--- src/rtl/soc_reset_pkg.sv ---
// Shared constants for the SoC reset sequencer: FSM state codes, reset cause codes, widths.
// Latency: none (definitions only). Backpressure: n/a.
package soc_reset_pkg;

    localparam logic [1:0] WAIT_LOCK = 2'd0;
    localparam logic [1:0] STABLE    = 2'd1;
    localparam logic [1:0] HOLD      = 2'd2;
    localparam logic [1:0] RUN       = 2'd3;

    localparam logic [1:0] CAUSE_POR  = 2'b00;
    localparam logic [1:0] CAUSE_LOCK = 2'b01;
    localparam logic [1:0] CAUSE_EXT  = 2'b10;

    localparam int RST_COUNT_W = 8;

    function automatic int max2(input int a, input int b);
        return (a > b) ? a : b;
    endfunction

endpackage

--- src/rtl/soc_reset_sync_debounce.sv ---
// Synchroniser chain plus optional debounce; DEBOUNCE_CYCLES=0 passes the synchronised level straight out.
// Latency: SYNC_STAGES cycles, plus DEBOUNCE_CYCLES-1 to the single qualify pulse. Backpressure: none.
module sync_debounce #(
    parameter int SYNC_STAGES     = 2,
    parameter int DEBOUNCE_CYCLES = 16
) (
    input  logic clock,
    input  logic reset,
    input  logic async_in,
    output logic qualified
);

    logic [SYNC_STAGES-1:0] chain;
    logic                   sync_lvl;

    always_ff @(posedge clock) begin
        if (reset) begin
            chain <= '0;
        end else begin
            chain <= {chain[SYNC_STAGES-2:0], async_in};
        end
    end

    assign sync_lvl = chain[SYNC_STAGES-1];

    generate
        if (DEBOUNCE_CYCLES == 0) begin : g_bypass
            assign qualified = sync_lvl;
        end else begin : g_debounce
            localparam int DB_W = $clog2(DEBOUNCE_CYCLES + 1);
            localparam logic [DB_W-1:0] DB_MAX  = DB_W'(DEBOUNCE_CYCLES);
            localparam logic [DB_W-1:0] DB_FIRE = DB_W'(DEBOUNCE_CYCLES - 1);

            logic [DB_W-1:0] db_cnt;

            // Saturating at DB_MAX means a held input fires exactly once.
            always_ff @(posedge clock) begin
                if (reset) begin
                    db_cnt <= '0;
                end else if (!sync_lvl) begin
                    db_cnt <= '0;
                end else if (db_cnt != DB_MAX) begin
                    db_cnt <= db_cnt + 1'b1;
                end
            end

            assign qualified = sync_lvl && (db_cnt == DB_FIRE);
        end
    endgenerate

endmodule

--- src/rtl/soc_reset_sequencer.sv ---
// SoC reset generator: qualifies PLL lock, holds reset, re-enters reset on lock loss or debounced request.
// Latency: lock rise to release SYNC_STAGES+1+LOCK_STABLE_CYCLES+HOLD_CYCLES; lock loss SYNC_STAGES+1. Backpressure: none.
module soc_reset_sequencer
    import soc_reset_pkg::*;
#(
    parameter int SYNC_STAGES        = 2,
    parameter int LOCK_STABLE_CYCLES = 1024,
    parameter int HOLD_CYCLES        = 256,
    parameter int DEBOUNCE_CYCLES    = 16
) (
    input  logic       clock,
    input  logic       reset,
    input  logic       pll_locked,
    input  logic       ext_rst_req,
    output logic       sys_reset,
    output logic       sys_ready,
    output logic [1:0] rst_cause,
    output logic [7:0] rst_count
);

    localparam int CNT_W = $clog2(max2(LOCK_STABLE_CYCLES, HOLD_CYCLES) + 1);
    localparam logic [CNT_W-1:0] STABLE_LAST = CNT_W'(LOCK_STABLE_CYCLES - 1);
    localparam logic [CNT_W-1:0] HOLD_LAST   = CNT_W'(HOLD_CYCLES - 1);
    localparam logic [RST_COUNT_W-1:0] COUNT_MAX = '1;

    logic             lk_s;
    logic             ext_ok;
    logic [1:0]       state, state_nxt;
    logic [CNT_W-1:0] cnt, cnt_nxt;
    logic [1:0]       cause_nxt;
    logic             bump;
    logic [7:0]       count_nxt;

    sync_debounce #(
        .SYNC_STAGES     (SYNC_STAGES),
        .DEBOUNCE_CYCLES (0)
    ) u_lock_sync (
        .clock     (clock),
        .reset     (reset),
        .async_in  (pll_locked),
        .qualified (lk_s)
    );

    sync_debounce #(
        .SYNC_STAGES     (SYNC_STAGES),
        .DEBOUNCE_CYCLES (DEBOUNCE_CYCLES)
    ) u_req_debounce (
        .clock     (clock),
        .reset     (reset),
        .async_in  (ext_rst_req),
        .qualified (ext_ok)
    );

    always_comb begin
        state_nxt = state;
        cnt_nxt   = cnt;
        cause_nxt = rst_cause;
        bump      = 1'b0;
        case (state)
            WAIT_LOCK: begin
                cnt_nxt = '0;
                if (lk_s) state_nxt = STABLE;
            end
            STABLE: begin
                if (!lk_s) begin
                    state_nxt = WAIT_LOCK;
                    cnt_nxt   = '0;
                end else if (cnt == STABLE_LAST) begin
                    state_nxt = HOLD;
                    cnt_nxt   = '0;
                end else begin
                    cnt_nxt = cnt + 1'b1;
                end
            end
            HOLD: begin
                if (!lk_s) begin
                    state_nxt = WAIT_LOCK;
                    cnt_nxt   = '0;
                end else if (cnt == HOLD_LAST) begin
                    state_nxt = RUN;
                    cnt_nxt   = '0;
                end else begin
                    cnt_nxt = cnt + 1'b1;
                end
            end
            default: begin
                cnt_nxt = '0;
                // Lock loss outranks a coincident button press.
                if (!lk_s) begin
                    state_nxt = WAIT_LOCK;
                    cause_nxt = CAUSE_LOCK;
                    bump      = 1'b1;
                end else if (ext_ok) begin
                    state_nxt = HOLD;
                    cause_nxt = CAUSE_EXT;
                    bump      = 1'b1;
                end
            end
        endcase
    end

    assign count_nxt = (bump && (rst_count != COUNT_MAX)) ? rst_count + 1'b1 : rst_count;

    // Outputs are registered from the next state so they change on the transition edge itself.
    always_ff @(posedge clock) begin
        if (reset) begin
            state     <= WAIT_LOCK;
            cnt       <= '0;
            sys_reset <= 1'b1;
            sys_ready <= 1'b0;
            rst_cause <= CAUSE_POR;
            rst_count <= '0;
        end else begin
            state     <= state_nxt;
            cnt       <= cnt_nxt;
            sys_reset <= (state_nxt != RUN);
            sys_ready <= (state_nxt == RUN);
            rst_cause <= cause_nxt;
            rst_count <= count_nxt;
        end
    end

endmodule

--- config.mk ---
export PLATFORM = sky130hd
export DESIGN_NAME = soc_reset_sequencer
export DESIGN_NICKNAME = d
export VERILOG_FILES = /design/src/rtl/soc_reset_pkg.sv /design/src/rtl/soc_reset_sync_debounce.sv /design/src/rtl/soc_reset_sequencer.sv
export SDC_FILE = /design/constraint.sdc
export NUM_CORES = 1
export LEC_CHECK = 0
export ABC_AREA = 1
export CORE_ASPECT_RATIO = 0.6
export CORE_UTILIZATION = 55
export DETAILED_ROUTE_END_ITERATION = 16
export MAX_ROUTING_LAYER = met4
export PLACE_DENSITY = 0.79
export SLEW_MARGIN = 20
export SYNTH_ARGS = -nofsm -noshare
export SYNTH_HDL_FRONTEND = slang
export SYNTH_SLANG_ARGS = --single-unit
--- constraint.sdc ---
create_clock -name clock -period 2 [get_ports clock]
set_input_delay 0.4 -clock clock [delete_from_list [all_inputs] [get_ports clock]]
set_output_delay 0.4 -clock clock [all_outputs]
set_load 0.02 [all_outputs]
==> results.toml <==
[layout]
antennaDiodeCount = 0
final_common_cell = "sky130_fd_sc_hd__nand2_1"
fill_cells = 188
drive_gt1_frac = 0.0798
layout.cells.most_common_list = "sky130_fd_sc_hd__nand2_1 (43), sky130_fd_sc_hd__inv_1 (35), sky130_fd_sc_hd__dfxtp_1 (34)"
finalNetCount = 250
final_standard_cell_utilization_of_the_core = 0.719
area_growth_syn_to_layout_pct = 17.3

[power_and_ir_drop]
p_int_uw = 977
power_frac_clock = 0.409
pwr_density_cell_nw_per_um2 = 648
seq_power_share = 0.558
p_leak_uw = 0.000787
worst_ir_drop_vdd_mv = 0.474
p_sw_uw = 256
power.combinational.fraction = 0.033
power.switching_fraction = 0.207
power_uw = 1230

[clock_network]
clk_pin_slew_worst_paths_ns = 0.06
tritoncts = "built"
holdBufCountCts = 0
tritoncts.num_buffers = 5
post_cts.resized_instances = 0
ctsRootBufferMaster = "sky130_fd_sc_hd__clkbuf_8"
cts.sinks = 34
clk_latency_ns = 0.28
clock_tree.htree_level_count = 2
cts_max_path_buffers = 2
post-cts-setup-buffers = 0

[logic_synthesis]
synthesis.instances = 216
post_synth_net_total = 229
post_synthesis_instance_area_sq_um = 1620
synthesis.area_per_instance_sq_um = 7.51
netlist.top_cell.by_area = "sky130_fd_sc_hd__dfxtp_1"
count_of_yosys_warnings_during_synthesis = 0
ffs_latches_synth = 34
synth_cell_type_count = 29
sequential_element_share_of_the_synthesized_area = 0.420
synth.top_cells.by_area = "sky130_fd_sc_hd__dfxtp_1 (42%), sky130_fd_sc_hd__nand2_1 (10%), sky130_fd_sc_hd__inv_1 (8.1%), sky130_fd_sc_hd__ha_1 (6.9%), sky130_fd_sc_hd__nor2_1 (6.5%)"
synth_largest_type_area_fraction = 0.420

[global_route]
maximum_number_of_pins_on_one_net_before_global_route_repair = 15
grt.overflow.total = 0
number_of_global_route_vias_before_repair = 1240
grt_pass1_wl_um = 5360
globalRouteTotalUtil = 0.235
antenna_found_initial = 0

[flow_run]
cap_violations = 0

[sta]
totalNegativeSetupSlack_ns = 0
final_min_period_over_clock_period = 0.894
final-hold-violation-count = 0
slew_headroom = 0.772
clock-skew-final_ns = 0.00491
final.setup.worst_slack_ns = 0.212
slew_viol_final = 0
rsz0062_at_grt = "false"
final-setup-viol-count = 0
fmaxAchievable_mhz = 559
post-route-min-period_ns = 1.79
worst-slew-pin-transition_ns = 0.341
worst_hold_slack_ns = 0.404

[floorplan]
die_height_um = 44.1
ioPinCount = 16
design.core.area_sq_um = 2650
initial_core_util = 0.613
die_width_um = 72.1
die-area_sq_um = 3180
rows = 14

[detailed_routing]
drt_iter0_markers = 118
routed_length_per_instance_um = 11.5
final_antenna_net_count = 0
detail_route.drc_violations = 0
detailroute.via_count = 1394
wirelength_um = 3190
drt-vias-per-instance = 5.01
detail_route.first_pass.iterations = 4

[worst_setup_path]
critical_path.max_fanout = 14
end_kind = "flop"
crit_type = "flop to flop"
critical_path_required_ns = 2.18
critical_path.startpoint_type = "flop"
worst_ep_arrival_time_ns = 1.97

[placed_design]
gp_congestion = 0.769
placement.setup.worst_slack_ns = 0.262
io_buffer_count = 15
dp_hpwl_um = 2390

[hold_path]
holdCritPathClass = "flop to flop"

[run_status]
status = "finished clean"
## final timing paths
path	cells past startpoint	from	end	slack [ns]
max	12	u_req_debounce.g_debounce.db_cnt[0]	rst_count[6]	0.21
min	2	u_lock_sync.chain[0]	u_lock_sync.chain[1]	0.40
max reg2reg	12	u_req_debounce.g_debounce.db_cnt[0]	rst_count[6]	0.21
min reg2reg	2	u_lock_sync.chain[0]	u_lock_sync.chain[1]	0.40
## routing by layer
| metal | vias up | share of wire | global-route usage |
|---|---|---|---|
| li1 | 729 | - | - |
| met1 | 608 | 0.48 | 0.309 |
| met2 | 50 | 0.44 | 0.348 |
| met3 | 7 | 0.069 | 0.0615 |
| met4 | 0 | 0.015 | 0.0980 |
| met5 | - | 0 | - |
## area by class of cell
cell class / count / area [sq um] / area share
repair buffers: 18 / 173 / 0.0908
inverters: 37 / 139 / 0.0730
clock buffers: 7 / 86.3 / 0.0454
multi-input cells: 141 / 768 / 0.404
flip-flops and latches: 34 / 681 / 0.358
well taps: 40 / 50.0 / 0.0263
clock inverters: 1 / 5.00 / 0.00263
## kinds of logic after synthesis
| group | count (synthesis) | synth area share |
|---|---|---|
| AND/OR/NAND/NOR | 101 | 0.285 |
| buffers and inverters | 41 | 0.106 |
| flip-flops | 34 | 0.420 |
| AO/OA/AOI/OAI | 26 | 0.0918 |
| adder cells (fa/ha/maj) | 9 | 0.0694 |
| XOR/XNOR | 5 | 0.0270 |
## registers in the layout (all words and copies together) (netlist names)
register and flops:
sys_ready 1, rst_count 8, rst_cause 2, u_req_debounce.g_debounce.db_cnt 5, sys_reset 1, u_lock_sync.chain 2, u_req_debounce.chain 2, cnt 11
state 2
## stage by stage
stage | cells | area (sq um)
2_1_floorplan | 216 | 1620
5_1_grt | 278 | 1900
6_report | 278 | 1900
4_1_cts | 278 | 1900
3_5_place_dp | 270 | 1810
3_3_place_gp | 270 | 1810
## power by group through the flow
stage,clock [uW],sequential [uW],combinational [uW]
3_3_place_gp,0,702,38.7
6_report,505,688,40.4
5_1_grt,558,687,45.8
3_5_place_dp,0,703,39.7
4_1_cts,523,687,40.1
2_1_floorplan,0,700,30.1
## critical path, cell delays in order (launching register included)
cell and delay, ns:
sky130_fd_sc_hd__dfxtp_1 0.37, sky130_fd_sc_hd__ha_1 0.19, sky130_fd_sc_hd__nand2_1 0.08, sky130_fd_sc_hd__nor2_1 0.12, sky130_fd_sc_hd__ha_1 0.16, sky130_fd_sc_hd__nand2_1 0.07, sky130_fd_sc_hd__nand2_1 0.06, sky130_fd_sc_hd__nand2_1 0.09
sky130_fd_sc_hd__nor2_2 0.11, sky130_fd_sc_hd__buf_4 0.18, sky130_fd_sc_hd__nand2_1 0.09, sky130_fd_sc_hd__nor2_1 0.11, sky130_fd_sc_hd__nor2_1 0.06
## synthesized netlist by cell type
cell type,n
sky130_fd_sc_hd__a211oi_1,1
sky130_fd_sc_hd__nor3_1,5
sky130_fd_sc_hd__o211ai_1,1
sky130_fd_sc_hd__clkbuf_1,1
sky130_fd_sc_hd__a21oi_1,14
sky130_fd_sc_hd__inv_1,35
sky130_fd_sc_hd__inv_2,2
sky130_fd_sc_hd__o21bai_1,1
sky130_fd_sc_hd__ha_1,9
sky130_fd_sc_hd__nand4_4,1
sky130_fd_sc_hd__and3_1,1
sky130_fd_sc_hd__a21oi_2,1
sky130_fd_sc_hd__nor3b_1,1
sky130_fd_sc_hd__o31ai_1,1
sky130_fd_sc_hd__a221oi_1,1
sky130_fd_sc_hd__buf_4,1
sky130_fd_sc_hd__nor2_4,2
sky130_fd_sc_hd__a31oi_1,1
sky130_fd_sc_hd__xnor2_1,2
sky130_fd_sc_hd__nand4_1,8
sky130_fd_sc_hd__nand2_1,43
sky130_fd_sc_hd__nor2_2,3
sky130_fd_sc_hd__dfxtp_1,34
sky130_fd_sc_hd__nand3_1,9
sky130_fd_sc_hd__o21ai_1,1
sky130_fd_sc_hd__buf_6,2
sky130_fd_sc_hd__nor2_1,28
sky130_fd_sc_hd__xor2_1,3
sky130_fd_sc_hd__o21ai_0,4
No activity file was read; power rests on OpenSTA's default activity.
